==> src/rtl/dec_pkg.sv <==
// -----------------------------------------------------------------------------
// dec_pkg
// Shared definitions for the 2-to-4 hold decoder slice.
//   ONEHOT_W : width of the one-hot decode (4)
//   CODE_W   : width of the binary code feeding the decoder (2)
//   state_t  : controller states IDLE / DRIVE
// Optional feature macro used by this slice: DEC2X4_PARITY_EN
// -----------------------------------------------------------------------------
package dec_pkg;

   localparam int ONEHOT_W = 4;
   localparam int CODE_W   = 2;

   // IDLE: nothing displayed, always ready.
   // DRIVE: a decode is being held on y for a fixed number of cycles.
   typedef enum logic {
      IDLE  = 1'b0,
      DRIVE = 1'b1
   } state_t;

endpackage

==> src/rtl/decoder_2x4_core.sv <==
// -----------------------------------------------------------------------------
// decoder_2x4_core
// Purely combinational 2-bit binary to 4-bit one-hot decoder.
// Ports:
//   code   [CODE_W-1:0]   in  : binary code 0..3
//   onehot [ONEHOT_W-1:0] out : exactly one bit set, bit index = code
// -----------------------------------------------------------------------------
module decoder_2x4_core
   import dec_pkg::*;
(
   input  logic [CODE_W-1:0]   code,
   output logic [ONEHOT_W-1:0] onehot
);

   // Every code value maps to exactly one set bit, so the default arm only
   // exists to keep the block free of latches.
   always_comb begin
      onehot = '0;
      case (code)
         2'd0:    onehot = 4'b0001;
         2'd1:    onehot = 4'b0010;
         2'd2:    onehot = 4'b0100;
         2'd3:    onehot = 4'b1000;
         default: onehot = '0;
      endcase
   end

endmodule

==> src/rtl/decoder_2x4_hold.sv <==
// -----------------------------------------------------------------------------
// decoder_2x4_hold
// Accepts a 2-bit code through a valid/ready handshake and presents its
// registered one-hot decode on y for HOLD_CYCLES cycles. A new code can be
// accepted on the last hold cycle so back-to-back codes leave no idle gap.
//
// Parameters:
//   HOLD_CYCLES : cycles each decode is held, 1..255
// Ports:
//   clk       in  : rising-edge clock
//   rst_n     in  : asynchronous active-low reset
//   in_valid  in  : a code is offered
//   in_ready  out : a code can be accepted this cycle
//   in_code   in  : binary code 0..3
//   in_par    in  : even parity over in_code   (DEC2X4_PARITY_EN only)
//   y         out : registered one-hot decode, 0 when idle
//   y_valid   out : y holds a live decode
//   err       out : one-cycle parity error pulse (DEC2X4_PARITY_EN only)
//
// Build option: define DEC2X4_PARITY_EN to add the parity check; codes with
// bad parity complete the handshake but are not displayed.
// -----------------------------------------------------------------------------
module decoder_2x4_hold
   import dec_pkg::*;
#(
   parameter int HOLD_CYCLES = 4
)
(
   input  logic                clk,
   input  logic                rst_n,
   input  logic                in_valid,
   output logic                in_ready,
   input  logic [CODE_W-1:0]   in_code,
`ifdef DEC2X4_PARITY_EN
   input  logic                in_par,
`endif
   output logic [ONEHOT_W-1:0] y,
   output logic                y_valid
`ifdef DEC2X4_PARITY_EN
   ,
   output logic                err
`endif
);

   // The counter holds the number of hold cycles still to come after the
   // current one, so 0 marks the last hold cycle.
   localparam int                CNT_W    = $clog2(HOLD_CYCLES + 1);
   localparam logic [CNT_W-1:0]  CNT_LOAD = CNT_W'(HOLD_CYCLES - 1);

   state_t                state;
   state_t                state_next;
   logic [CNT_W-1:0]      cnt;
   logic [CNT_W-1:0]      cnt_next;
   logic [ONEHOT_W-1:0]   dec_code;
   logic [ONEHOT_W-1:0]   y_next;
   logic                  y_valid_next;
   logic                  accept;
   logic                  code_ok;
`ifdef DEC2X4_PARITY_EN
   logic                  err_next;
`endif

   decoder_2x4_core u_core (
      .code   (in_code),
      .onehot (dec_code)
   );

   // Ready whenever nothing is displayed, or on the final hold cycle so the
   // next code can replace the current one without a gap.
   assign in_ready = (state == IDLE) || (cnt == '0);
   assign accept   = in_valid && in_ready;

`ifdef DEC2X4_PARITY_EN
   // Even parity: in_par together with the code must XOR to zero.
   assign code_ok = ~(^{in_par, in_code});
`else
   assign code_ok = 1'b1;
`endif

   // State register plus the registered outputs. Reset clears everything
   // immediately so an interrupted hold leaves nothing behind.
   always_ff @(posedge clk or negedge rst_n) begin
      if (!rst_n) begin
         state   <= IDLE;
         cnt     <= '0;
         y       <= '0;
         y_valid <= 1'b0;
`ifdef DEC2X4_PARITY_EN
         err     <= 1'b0;
`endif
      end else begin
         state   <= state_next;
         cnt     <= cnt_next;
         y       <= y_next;
         y_valid <= y_valid_next;
`ifdef DEC2X4_PARITY_EN
         err     <= err_next;
`endif
      end
   end

   // Next-state logic. An acceptance always wins: a good code (re)starts the
   // hold, a rejected code drops straight back to IDLE. Otherwise DRIVE
   // counts down and leaves once the last hold cycle has passed.
   always_comb begin
      state_next = state;
      cnt_next   = cnt;
      if (accept) begin
         if (code_ok) begin
            state_next = DRIVE;
            cnt_next   = CNT_LOAD;
         end else begin
            state_next = IDLE;
            cnt_next   = '0;
         end
      end else if (state == DRIVE) begin
         if (cnt != '0) begin
            cnt_next = cnt - 1'b1;
         end else begin
            state_next = IDLE;
         end
      end
   end

   // Output logic: the values y/y_valid/err take on the next edge. y only
   // ever receives the core's one-hot word or zero, so at most one bit is
   // ever set and y_valid tracks whether that word is live.
   always_comb begin
      y_next       = y;
      y_valid_next = y_valid;
      if (accept) begin
         if (code_ok) begin
            y_next       = dec_code;
            y_valid_next = 1'b1;
         end else begin
            y_next       = '0;
            y_valid_next = 1'b0;
         end
      end else if ((state == DRIVE) && (cnt == '0)) begin
         y_next       = '0;
         y_valid_next = 1'b0;
      end
`ifdef DEC2X4_PARITY_EN
      err_next = accept && !code_ok;
`endif
   end

endmodule

==> config.mk <==
export PLATFORM = sky130hd
export DESIGN_NAME = decoder_2x4_hold
export DESIGN_NICKNAME = d
export VERILOG_FILES = /design/src/rtl/dec_pkg.sv /design/src/rtl/decoder_2x4_core.sv /design/src/rtl/decoder_2x4_hold.sv
export SDC_FILE = /design/constraint.sdc
export NUM_CORES = 1
export LEC_CHECK = 0
export ABC_AREA = 1
export BUFFER_PORTS_ARGS = -buffer_cell sky130_fd_sc_hd__buf_2
export CORE_AREA = 2 2 39 41
export DETAILED_ROUTE_END_ITERATION = 16
export DIE_AREA = 0 0 41 43
export GPL_TIMING_DRIVEN = 0
export SYNTH_ARGS = -nofsm -noshare
export SYNTH_HDL_FRONTEND = slang
export SYNTH_HIERARCHICAL = 1
export SYNTH_SLANG_ARGS = --single-unit
export TNS_END_PERCENT = 10
==> constraint.sdc <==
create_clock -name clk -period 1.2 [get_ports clk]
set_input_delay 0.06 -clock clk [delete_from_list [all_inputs] [get_ports clk]]
set_output_delay 0.06 -clock clk [all_outputs]
set_load 0.005 [all_outputs]
==> impl_metrics.env <==
export IMPL_finalCritPeriodShare_pct=99.46
export IMPL_worstPathCellList="inv_2 -> ha_4 -> nand2_4 -> nand2_4 -> buf_6"
export IMPL_placed_cell_area_um2=516.7
export IMPL_clock_path_buffers=2
export IMPL_grt_pass1_wl_um=1483
export IMPL_yosys_warnings=6
export IMPL_core_area_um2=1384
export IMPL_dieArea_um2=1763
export IMPL_grt_overflow=0
export IMPL_clock_root_buffer="clkbuf_4"
export IMPL_cts_clk_slew_worst_paths_ns=0.06
export IMPL_worst_slew_pin_transition_ns=0.2431
export IMPL_critical_path_max_fanout=3
export IMPL_setup_viol=0
export IMPL_antenna_found_initial=0
export IMPL_drtIter0Drc=5
export IMPL_p_per_area_nw_per_um2=2610
export IMPL_finalInstanceArea_um2=649.4
export IMPL_critPathMaxStageDelay_ns=0.38
export IMPL_fillCellCount=144
export IMPL_fin_cells=93
export IMPL_nets=85
export IMPL_drv_cap=0
export IMPL_clock_latency_ns=0.26
export IMPL_post_place_ws_ns=0.007232
export IMPL_die_w_um=41
export IMPL_slew_limit_headroom_pct=83.79
export IMPL_fin_util_pct=46.93
export IMPL_portBuffers=10
export IMPL_std_cell_rows=14
export IMPL_power_leakage_nw=0.3788
export IMPL_crit_start="cnt[0]"
export IMPL_end_kind="primary output"
export IMPL_gp_congestion=0.6998
export IMPL_ys_seq_elements=9
export IMPL_cp_arrival_ns=1.13
export IMPL_hold_worst_slack_ns=0.1023
export IMPL_hold_path_startpoint="in_valid"
export IMPL_path_common_cell="nand2_4"
export IMPL_htreeDepth=1
export IMPL_hp_class="in -> reg"
export IMPL_seq_area_frac_synth_pct=50.42
export IMPL_pin_count=11
export IMPL_fin_ws_ns=0.006458
export IMPL_cts_sinks=9
export IMPL_post_place_cells=82
export IMPL_viasPerCell=4.688
export IMPL_r2r_start="cnt[0]"
export IMPL_grt_max_degree=10
export IMPL_fmax_ghz=0.8378
export IMPL_ir_worst_vdd_v=0.0009009
export IMPL_wl_per_cell_um=11.02
export IMPL_layout_drive_gt1_share_pct=37.66
export IMPL_area_growth_pct=45.38
export IMPL_worstPathRequired_ns=1.14
export IMPL_cts_tree="done"
export IMPL_worst_setup_path_start_kind="register"
export IMPL_n_antenna_cell=0
export IMPL_final_setup_tns_ns=0
export IMPL_numCtsBuffers=3
export IMPL_rr_worst_depth=8
export IMPL_hold_viol=0
export IMPL_hpwlAfterDp_um=649.4
export IMPL_total_power_mw=1.695
export IMPL_vias=436
export IMPL_syn_avg_cell_area_um2=7.976
export IMPL_synth_nets=63
export IMPL_grt_setup_unrepaired="yes"
export IMPL_crit_path_top_delay_cell="dfrtp_1"
export IMPL_chipHeight_um=43
export IMPL_worstSetupPathType="reg -> out"
export IMPL_syn_area_um2=446.7
export IMPL_slew_violations=0
export IMPL_synth_cell_types=11
export IMPL_min_to="y[2]"
export IMPL_routed_wl_um=1025
export IMPL_skew_ns=0.002818
export IMPL_rrSetupSlack_ns=0.03
export IMPL_layout_min_cycle_time_ns=1.194
export IMPL_first_global_vias=379
export IMPL_drc=0
export IMPL_status="finished clean"
export IMPL_first_pass_iters=3
export IMPL_rr_endpoint="cnt[1]"
export IMPL_synthCells=56
export IMPL_hold_path_depth=3
export IMPL_grt_usage_pct=13.08
export IMPL_initial_core_util_pct=32.28
export IMPL_ant_nets=0
## registers in the layout (all words and copies together) (netlist names)
| signal | count |
|---|---|
| cnt | 3 |
| state | 1 |
| y | 4 |
| y_valid | 1 |
## cell usage after synthesis
cell     number  area share (%)
a21oi_1       1             1.1
dfrtp_1       9              50
ha_1          2             5.6
inv_1        10             8.4
nand2_1      14              12
nand2_2       3             4.2
nand3_1      11              12
nand4_1       1             1.4
nor2_1        3             2.5
o21ai_0       1             1.1
o21ai_1       1             1.1
## cell families (layout without fill, tap and decap cells)
| family | after synthesis | count (layout) | share of synthesized area (%) |
|---|---|---|---|
| fa+ha+maj | 2 | 2 | 5.601 |
| simple gates | 32 | 32 | 32.21 |
| buf+inv | 10 | 31 | 8.404 |
| flops | 9 | 9 | 50.42 |
| compound gates | 3 | 3 | 3.358 |
## placed cells by master (no fill, tap or decap), drive strengths merged
cell type and instances:
nand3 11, a21oi 1, ha 2, dlygate4sd3 1, clkbuf 4, dfrtp 9
nand2 17, o21ai 2, buf 16, nor2 3, inv 10, nand4 1
## timing repair
item                       CTS  global route
buffers inserted             1             5
hold endpoints to repair     9             0
resized for setup            5             8
hold buffers                 1             0
setup endpoints to repair    2             4
pin swaps                    1             1
## metal layers
layer | GRT usage (%) | wire length, µm | vias up
li1 | - | - | 219
met1 | 16.61 | 457 | 204
met2 | 18.13 | 520 | 11
met3 | 3.141 | 30 | 2
met4 | 10.00 | 15 | 0
met5 | 0 | 0 | -
## worst max-delay path: cells and delay by family (launching register included)
family                   cells  cell delay, ns
buffers and inverters        2            0.19
flip-flops                   1            0.38
adder cells (fa/ha/maj)      1            0.17
AND/OR/NAND/NOR              2            0.13
## report_power, final
part / internal [mW] / switching (mW) / leakage, nW
clock: 0.128 / 0.0989 / 0.0150
sequential: 0.457 / 0.0991 / 0.108
combinational: 0.448 / 0.465 / 0.256
total: 1.03 / 0.663 / 0.379
## worst max path at each step
stage	end	slack [ns]	cells past startpoint
5_1_grt	in_ready	-0.05	5
6_report	in_ready	0.006	5
4_1_cts	in_ready	0.02	5
2_1_floorplan	cnt[1]	0.1	7
3_5_place_dp	cnt[1]	0.007	7
3_3_place_gp	cnt[1]	0.03	7
## final cells by class
class                           instances  area, µm²  area share (%)
Clock buffer                            4      26.28           4.046
Timing Repair Buffer                   17      115.1           17.73
Tap cell                               16      20.02           3.083
Multi-Input combinational cell         37      225.2           34.68
Inverter                               10      37.54           5.780
Sequential cell                         9      225.2           34.68
No activity file was read; power rests on OpenSTA's default activity.
